## src/rtl/alu_sequencer.sv

```systemverilog
// Control sequencer for the multi-stage ALU: latches an instruction and steps
// IDLE/EXEC1/ALU_G/ALU_W, driving ALU and register-file controls with a start/done handshake.
module alu_sequencer #(
   parameter logic [3:0] LOAD_CODE = 4'b0000,
   parameter logic [3:0] COPY_CODE = 4'b0001
) (
   input  logic       clk,
   input  logic       rst_n,
   input  logic       exec,
   input  logic [9:0] instr,
   output logic [2:0] rd_addr,
   output logic [2:0] wr_addr,
   output logic       wr_en,
   output logic       extern_sel,
   output logic       Ain,
   output logic       Gin,
   output logic       Gout,
   output logic [3:0] FN,
   output logic       busy,
   output logic       done,
   output logic       dropped
);

   typedef enum logic [1:0] {
      S_IDLE  = 2'd0,
      S_EXEC1 = 2'd1,
      S_ALU_G = 2'd2,
      S_ALU_W = 2'd3
   } state_t;

   typedef struct packed {
      logic [2:0] rd_addr;
      logic [2:0] wr_addr;
      logic       wr_en;
      logic       extern_sel;
      logic       ain;
      logic       gin;
      logic       gout;
      logic [3:0] fn;
      logic       done;
      logic       busy;
   } ctl_t;

   state_t     r_state;
   logic [9:0] r_ir;
   ctl_t       r_ctl;
   logic       r_dropped;

   state_t     w_next_state;
   logic [9:0] w_next_ir;
   ctl_t       w_next_ctl;
   logic       w_accept;

   // Moore decode of a (state, IR) pair; applied to the next state so the
   // registered outputs line up with the state they describe.
   function automatic ctl_t decode(input state_t s, input logic [9:0] ir);
      ctl_t c;
      c = '0;
      case (s)
         S_EXEC1: begin
            c.busy = 1'b1;
            if (ir[9:6] == LOAD_CODE) begin
               c.extern_sel = 1'b1;
               c.wr_en      = 1'b1;
               c.wr_addr    = ir[5:3];
               c.done       = 1'b1;
            end else if (ir[9:6] == COPY_CODE) begin
               c.rd_addr    = ir[2:0];
               c.wr_en      = 1'b1;
               c.wr_addr    = ir[5:3];
               c.done       = 1'b1;
            end else begin
               c.rd_addr    = ir[5:3];
               c.ain        = 1'b1;
            end
         end
         S_ALU_G: begin
            c.busy    = 1'b1;
            c.rd_addr = ir[2:0];
            c.gin     = 1'b1;
            c.fn      = ir[9:6];
         end
         S_ALU_W: begin
            c.busy    = 1'b1;
            c.gout    = 1'b1;
            c.wr_en   = 1'b1;
            c.wr_addr = ir[5:3];
            c.done    = 1'b1;
         end
         default: c = '0;
      endcase
      return c;
   endfunction

   always_comb begin
      w_accept     = (r_state == S_IDLE) && exec;
      w_next_ir    = w_accept ? instr : r_ir;
      w_next_state = r_state;
      case (r_state)
         S_IDLE:  if (exec) w_next_state = S_EXEC1;
         S_EXEC1: begin
            if ((r_ir[9:6] == LOAD_CODE) || (r_ir[9:6] == COPY_CODE))
               w_next_state = S_IDLE;
            else
               w_next_state = S_ALU_G;
         end
         S_ALU_G: w_next_state = S_ALU_W;
         S_ALU_W: w_next_state = S_IDLE;
         default: w_next_state = S_IDLE;
      endcase
      w_next_ctl = decode(w_next_state, w_next_ir);
   end

   always_ff @(posedge clk or negedge rst_n) begin
      if (!rst_n) begin
         r_state   <= S_IDLE;
         r_ir      <= '0;
         r_ctl     <= '0;
         r_dropped <= 1'b0;
      end else begin
         r_state <= w_next_state;
         r_ir    <= w_next_ir;
         r_ctl   <= w_next_ctl;
         if (w_accept)
            r_dropped <= 1'b0;
         else if (exec)
            r_dropped <= 1'b1;
      end
   end

   assign rd_addr    = r_ctl.rd_addr;
   assign wr_addr    = r_ctl.wr_addr;
   assign wr_en      = r_ctl.wr_en;
   assign extern_sel = r_ctl.extern_sel;
   assign Ain        = r_ctl.ain;
   assign Gin        = r_ctl.gin;
   assign Gout       = r_ctl.gout;
   assign FN         = r_ctl.fn;
   assign busy       = r_ctl.busy;
   assign done       = r_ctl.done;
   assign dropped    = r_dropped;

endmodule

```

## config.mk

```make
export PLATFORM = sky130hd
export DESIGN_NAME = alu_sequencer
export DESIGN_NICKNAME = d
export VERILOG_FILES = /design/src/rtl/alu_sequencer.sv
export SDC_FILE = /design/constraint.sdc
export NUM_CORES = 1
export LEC_CHECK = 0
export CORE_UTILIZATION = 46
export DETAILED_ROUTE_END_ITERATION = 8
export PLACE_DENSITY = 0.81
export SYNTH_ARGS = -nofsm -noshare
export SYNTH_HDL_FRONTEND = slang
export SYNTH_SLANG_ARGS = --single-unit
```

## constraint.sdc

```tcl
create_clock -name clk -period 2.11 [get_ports clk]
set_input_delay 0.422 -clock clk [delete_from_list [all_inputs] [get_ports clk]]
set_output_delay 0.422 -clock clk [all_outputs]
set_load 0.02 [all_outputs]
```

==> results of run 1 <==
final timing paths:
path                         start          to  slack (ps)  cells past startpoint
min                          rst_n        Gout         470                      2
max in group asynchronous    rst_n     dropped        1380                      2
max reg2reg                r_ir[7]  rd_addr[0]         210                      7
max                        r_ir[7]  rd_addr[0]         210                      7
min reg2reg                dropped     dropped         510                      2
min in group clk           dropped     dropped         510                      2
state kept, by name (all words and copies together) (netlist names):
| signal | cells |
|---|---|
| Ain | 1 |
| FN | 4 |
| Gin | 1 |
| Gout | 1 |
| busy | 1 |
| done | 1 |
| dropped | 1 |
| extern_sel | 1 |
| r_ir | 10 |
| r_state | 2 |
| rd_addr | 3 |
| wr_addr | 3 |
stage by stage:
step	cell area, um2	setup slack (ps)	TNS (ps)	hold slack [ps]	power, mW
finish	1510	212	0	466	2.35
global placement	1460	-13.1	-14.0	480	1.99
global route	1510	51.4	0	484	2.50
floorplan	1110	526	0	126	1.59
CTS	1510	232	0	468	2.37
detailed placement	1460	-49.2	-167	483	2.04
Yosys cell counts:
cell / n / share of area (%)
dfrtp_1: 29 / 65
inv_1: 8 / 2.7
nor2_1: 8 / 2.7
mux2_2: 6 / 6.1
and2_1: 4 / 2.2
mux2i_1: 4 / 3.6
ha_1: 3 / 3.4
nor3_1: 3 / 1.3
o211ai_1: 3 / 2.0
o22ai_1: 3 / 1.7
a21oi_1: 2 / 0.90
mux2_4: 2 / 2.7
buf_4: 1 / 0.67
buf_6: 1 / 1.0
nand3_1: 1 / 0.45
nor2b_1: 1 / 0.56
nor3b_1: 1 / 0.67
nor3b_4: 1 / 1.7
or2_2: 1 / 0.56
layout make-up:
cell class,count,area (um2)
Fill cell,189,742
Timing Repair Buffer,34,330
Inverter,8,30.0
Tap cell,28,35.0
Clock buffer,6,41.3
Clock inverter,2,10.0
Sequential cell,29,726
Multi-Input combinational cell,43,340
cells by family (layout without fill, tap and decap cells):
family	count (synthesis)	in the layout	synth area share [%]
muxes	12	12	12.3
AOI/OAI and AO/OA	8	8	4.60
DFF	29	29	65.1
buffers and inverters	10	50	4.38
and+or+nand+nor	20	20	10.2
adders and majority gates	3	3	3.37
layer usage:
metal  vias up  wire length [um]
met5         -                 0
met4         0                35
met3         6               115
met2        26              1080
met1       357               885
li1        352                 -
where the power goes:
group | switching, mW | total, mW | internal (mW)
sequential | 0.0998 | 0.896 | 0.797
combinational | 0.605 | 1.14 | 0.535
clock | 0.185 | 0.311 | 0.127
total | 0.890 | 2.35 | 1.46
==> results.sh, run 1 <==
export IMPL_status="completed"
export IMPL_clock_root_buffer="clkbuf_4"
export IMPL_drcViolationCount=0
export IMPL_final_util_pct=67.1
export IMPL_yosysSeqAreaShare_pct=65.1
export IMPL_cp_max_fo=7
export IMPL_start_util_pct=49.4
export IMPL_gp_congestion=0.793
export IMPL_min_period_ps=1900
export IMPL_grt_overflow=0
export IMPL_grt_busiest_layer="met2"
export IMPL_routed_wl_mm=2.11
export IMPL_firstDrtPassIters=4
export IMPL_crit_arrival_ps=2100
export IMPL_layout_drive_gt1_share_pct=17.2
export IMPL_cts_hold_buf=0
export IMPL_cp_start_kind="register"
export IMPL_worst_pin_slew_ps=383
export IMPL_antenna_found_initial=0
export IMPL_cts_htree_levels=2
export IMPL_end_kind="register"
export IMPL_final_cell_mix="clkdlybuf4s50_1, dfrtp_1, nor2_1, inv_1, mux2_2"
export IMPL_hp_class="in -> async"
export IMPL_post_cts_buffers=0
export IMPL_maxCapViolCount=0
export IMPL_die_h_um=51.2
export IMPL_required_ps=2310
export IMPL_stdcell_count=150
export IMPL_rsz0062_at_grt="false"
export IMPL_grt_max_degree=30
export IMPL_cts_tree="built"
export IMPL_yosys_warnings=0
export IMPL_drtAntennaViolNets=0
export IMPL_drtIter0Drc=2
export IMPL_power_density_mw_per_mm2=1550
export IMPL_crit_buf_inv=1
export IMPL_grt_use_met3_pct=7.14
export IMPL_avgSynthCellArea_um2=13.6
export IMPL_ys_ff_latch=29
export IMPL_slowest_stage="dfrtp_1"
export IMPL_synth_cell_types=19
export IMPL_n_antenna_cell=0
export IMPL_ios=31
export IMPL_nets=137
export IMPL_fp_coreArea_mm2=0.00225
export IMPL_area_growth_pct=35.7
export IMPL_syn_nets=98
export IMPL_clock_sinks=29
export IMPL_cpPeakStageDelay_ps=390
export IMPL_final_hold_violation_count=0
export IMPL_vdd_drop_max_v=0.000815
export IMPL_syn_inst=82
export IMPL_fin_crit_sh_pct=89.9
export IMPL_clk_pin_slew_worst_paths_ps=90
export IMPL_cts_resized_gates=0
export IMPL_grt_total_usage_pct=20.1
export IMPL_syn_area_mm2=0.00111
export IMPL_numCtsBuffers=5
export IMPL_clk_latency_ps=320
export IMPL_cp_top_family="simple AND/OR/NAND/NOR gates"
export IMPL_grtUsageMet1_pct=25.0
export IMPL_post_drt_wl_per_cell_um=14.1
export IMPL_leakagePower_nw=0.695
export IMPL_grtUsageMet2_pct=31.8
export IMPL_crit_chain="nor3_1 -> nor3b_1 -> nor2_1 -> inv_1 -> ha_1 -> a21oi_1 -> o22ai_1"
export IMPL_setup_viol=0
export IMPL_io_buffers=30
export IMPL_dp_hpwl_mm=1.54
export IMPL_critPathKind="reg -> reg"
export IMPL_vias=741
export IMPL_grt_pass1_wl_mm=3.59
export IMPL_fp_dieW_um=51.2
export IMPL_first_global_vias=753
export IMPL_max_freq_mhz=527
export IMPL_vias_per_cell=4.94
export IMPL_final_common_cell="clkdlybuf4s50_1"
export IMPL_die_area_mm2=0.00262
export IMPL_clock_path_buffers=2
export IMPL_finClkSkew_ps=5.00
export IMPL_slew_headroom_pct=74.4
export IMPL_std_cell_rows=17
export IMPL_slew_viol_final=0
export IMPL_dp_cells=142
Power figures use the tool's default switching activity.
==> run 2, diff against run 1 <==
--- a/config.mk
+++ b/config.mk
@@ -5,9 +5,11 @@
 export SDC_FILE = /design/constraint.sdc
 export NUM_CORES = 1
 export LEC_CHECK = 0
-export CORE_UTILIZATION = 46
+export CORE_UTILIZATION = 48
+export CTS_BUF_LIST = sky130_fd_sc_hd__clkbuf_4 sky130_fd_sc_hd__clkbuf_8
 export DETAILED_ROUTE_END_ITERATION = 8
-export PLACE_DENSITY = 0.81
+export PLACE_DENSITY = 0.84
+export SKIP_LAST_GASP = 1
 export SYNTH_ARGS = -nofsm -noshare
 export SYNTH_HDL_FRONTEND = slang
 export SYNTH_SLANG_ARGS = --single-unit
==> results.sh, run 2 (synthesis results as in run 1) <==
export IMPL_startpoint="r_ir[7]"
export IMPL_fin_crit_sh_pct=94.8
export IMPL_maxCapViolCount=0
export IMPL_status="completed"
export IMPL_n_antenna_cell=0
export IMPL_grt_max_degree=30
export IMPL_clk_pin_slew_worst_paths_ps=100
export IMPL_required_ps=2310
export IMPL_area_growth_pct=36.0
export IMPL_vias_per_cell=5.11
export IMPL_io_buffers=30
export IMPL_worst_pin_slew_ps=438
export IMPL_clk_latency_ps=330
export IMPL_power_density_mw_per_mm2=1550
export IMPL_crit_arrival_ps=2200
export IMPL_gp_congestion=0.823
export IMPL_vias=767
export IMPL_leakagePower_nw=0.694
export IMPL_first_global_vias=766
export IMPL_num_fill_cells=155
export IMPL_fp_dieW_um=50.2
export IMPL_clock_power_share_pct=13.5
export IMPL_final_common_cell="clkdlybuf4s50_1"
export IMPL_preCtsSetupSlack_ps=-84.7
export IMPL_grt_total_usage_pct=20.7
export IMPL_routed_wl_mm=2.15
export IMPL_die_h_um=50.2
export IMPL_finClkSkew_ps=8.24
export IMPL_grt_overflow=0
export IMPL_final_cell_mix="clkdlybuf4s50_1, dfrtp_1, nor2_1, inv_1, mux2_2"
export IMPL_setup_viol=0
export IMPL_drtAntennaViolNets=0
export IMPL_p_int_mw=1.46
export IMPL_power_switching_mw=0.897
export IMPL_grt_pass1_wl_mm=3.46
export IMPL_r2r_slack_ps=110
export IMPL_min_period_ps=2000
export IMPL_clock_path_buffers=2
export IMPL_critPathKind="reg -> reg"
export IMPL_cts_hold_buf=0
export IMPL_nets=137
export IMPL_die_area_mm2=0.00252
export IMPL_layout_setup_ws_ps=109
export IMPL_cts_htree_levels=2
export IMPL_r2r_start="r_ir[7]"
export IMPL_drtIter0Drc=13
export IMPL_p_total_mw=2.35
export IMPL_post_cts_buffers=0
export IMPL_start_util_pct=50.9
export IMPL_cts_tree="built"
export IMPL_post_drt_wl_per_cell_um=14.3
export IMPL_max_freq_mhz=500
export IMPL_slew_headroom_pct=70.6
export IMPL_hp_class="in -> async"
export IMPL_clock_sinks=29
export IMPL_p_sw_share_pct=38.1
export IMPL_slew_viol_final=0
export IMPL_rsz0062_at_grt="false"
export IMPL_largest_reg_flops=10
export IMPL_antenna_found_initial=0
export IMPL_combPwrFrac_pct=48.3
export IMPL_final_hold_violation_count=0
export IMPL_cp_max_fo=6
export IMPL_clock_root_buffer="clkbuf_4"
export IMPL_std_cell_rows=17
export IMPL_cp_start_kind="register"
export IMPL_cts_resized_gates=0
export IMPL_reg2reg_depth=7
export IMPL_drcViolationCount=0
export IMPL_numCtsBuffers=5
export IMPL_vdd_drop_max_v=0.000937
export IMPL_ios=31
export IMPL_dp_hpwl_mm=1.60
export IMPL_pwr_share_seq_pct=38.1
export IMPL_r2r_end="rd_addr[0]"
export IMPL_fp_coreArea_mm2=0.00219
export IMPL_top_register="r_ir"
export IMPL_firstDrtPassIters=4
export IMPL_end_kind="register"
export IMPL_layout_drive_gt1_share_pct=18.0
## run 2: changes by cell type in the layout (fill, tap and decap cells not counted)
| cell | previous run | this run |
|---|---|---|
| clkinvlp_4 | 0 | 1 |
| clkbuf_1 | 1 | 0 |
## run 2: final cells by class
| cell class | count | area, um2 | share of cell area (%) |
|---|---|---|---|
| well taps | 28 | 35.0 | 2.31 |
| inverters | 8 | 30.0 | 1.98 |
| flip-flops and latches | 29 | 726 | 47.9 |
| repair buffers | 34 | 330 | 21.8 |
| clock inverters | 3 | 17.5 | 1.16 |
| multi-input cells | 43 | 340 | 22.4 |
| clock buffers | 5 | 37.5 | 2.48 |
## run 2: per-layer routing
metal	vias to the layer above	track usage, %	part of all wire, %
li1	351	-	-
met4	0	13.3	1.6
met2	32	30.4	51
met3	4	10.3	6.4
met1	380	23.8	41
met5	-	0	0
## run 2: worst max-delay path by stage
stage / to / slack (ps) / cells past startpoint
floorplan: rd_addr[0] / 530 / 7
CTS: rd_addr[0] / 190 / 7
global route: rd_addr[0] / 60 / 7
finish: rd_addr[0] / 110 / 7
global placement: wr_addr[2] / -9 / 5
detailed placement: wr_addr[2] / -80 / 5
## run 2: worst max-delay path, cell delays in order, from the launching register on
cell     delay, ps
dfrtp_1        380
nor3_1         400
nor3b_1        100
nor2_1         230
inv_1          100
ha_1           270
a21oi_1        260
o22ai_1        140
## run 2: power by group through the flow
stage          Combinational (mW)  Sequential (mW)  Clock (mW)
4_1_cts                      1.14            0.901       0.332
5_1_grt                      1.22            0.921       0.367
6_report                     1.14            0.897       0.319
2_1_floorplan               0.539             1.05           0
3_5_place_dp                 1.13            0.909           0
3_3_place_gp                 1.09            0.894           0
## run 2: metrics by stage
stage / utilization [%] / setup TNS (ps) / hold slack (ps) / instances / cell area [um2]
4_1_cts: 69.2 / 0 / 463 / 150 / 1520
6_report: 69.2 / 0 / 464 / 150 / 1520
3_3_place_gp: 66.7 / -9.25 / 479 / 142 / 1460
5_1_grt: 69.2 / 0 / 464 / 150 / 1520
2_1_floorplan: - / 0 / 126 / 82 / 1110
3_5_place_dp: 66.7 / -351 / 485 / 142 / 1460
==> run 3, diff against run 2 <==
--- a/config.mk
+++ b/config.mk
@@ -7,9 +7,11 @@
 export LEC_CHECK = 0
 export CORE_UTILIZATION = 48
 export CTS_BUF_LIST = sky130_fd_sc_hd__clkbuf_4 sky130_fd_sc_hd__clkbuf_8
+export CTS_CLUSTER_SIZE = 24
 export DETAILED_ROUTE_END_ITERATION = 8
 export PLACE_DENSITY = 0.84
 export SKIP_LAST_GASP = 1
+export SLEW_MARGIN = 30
 export SYNTH_ARGS = -nofsm -noshare
 export SYNTH_HDL_FRONTEND = slang
 export SYNTH_SLANG_ARGS = --single-unit
==> results of run 3 <==
No change in the layout: final DEF, timing and power equal those of run 2.
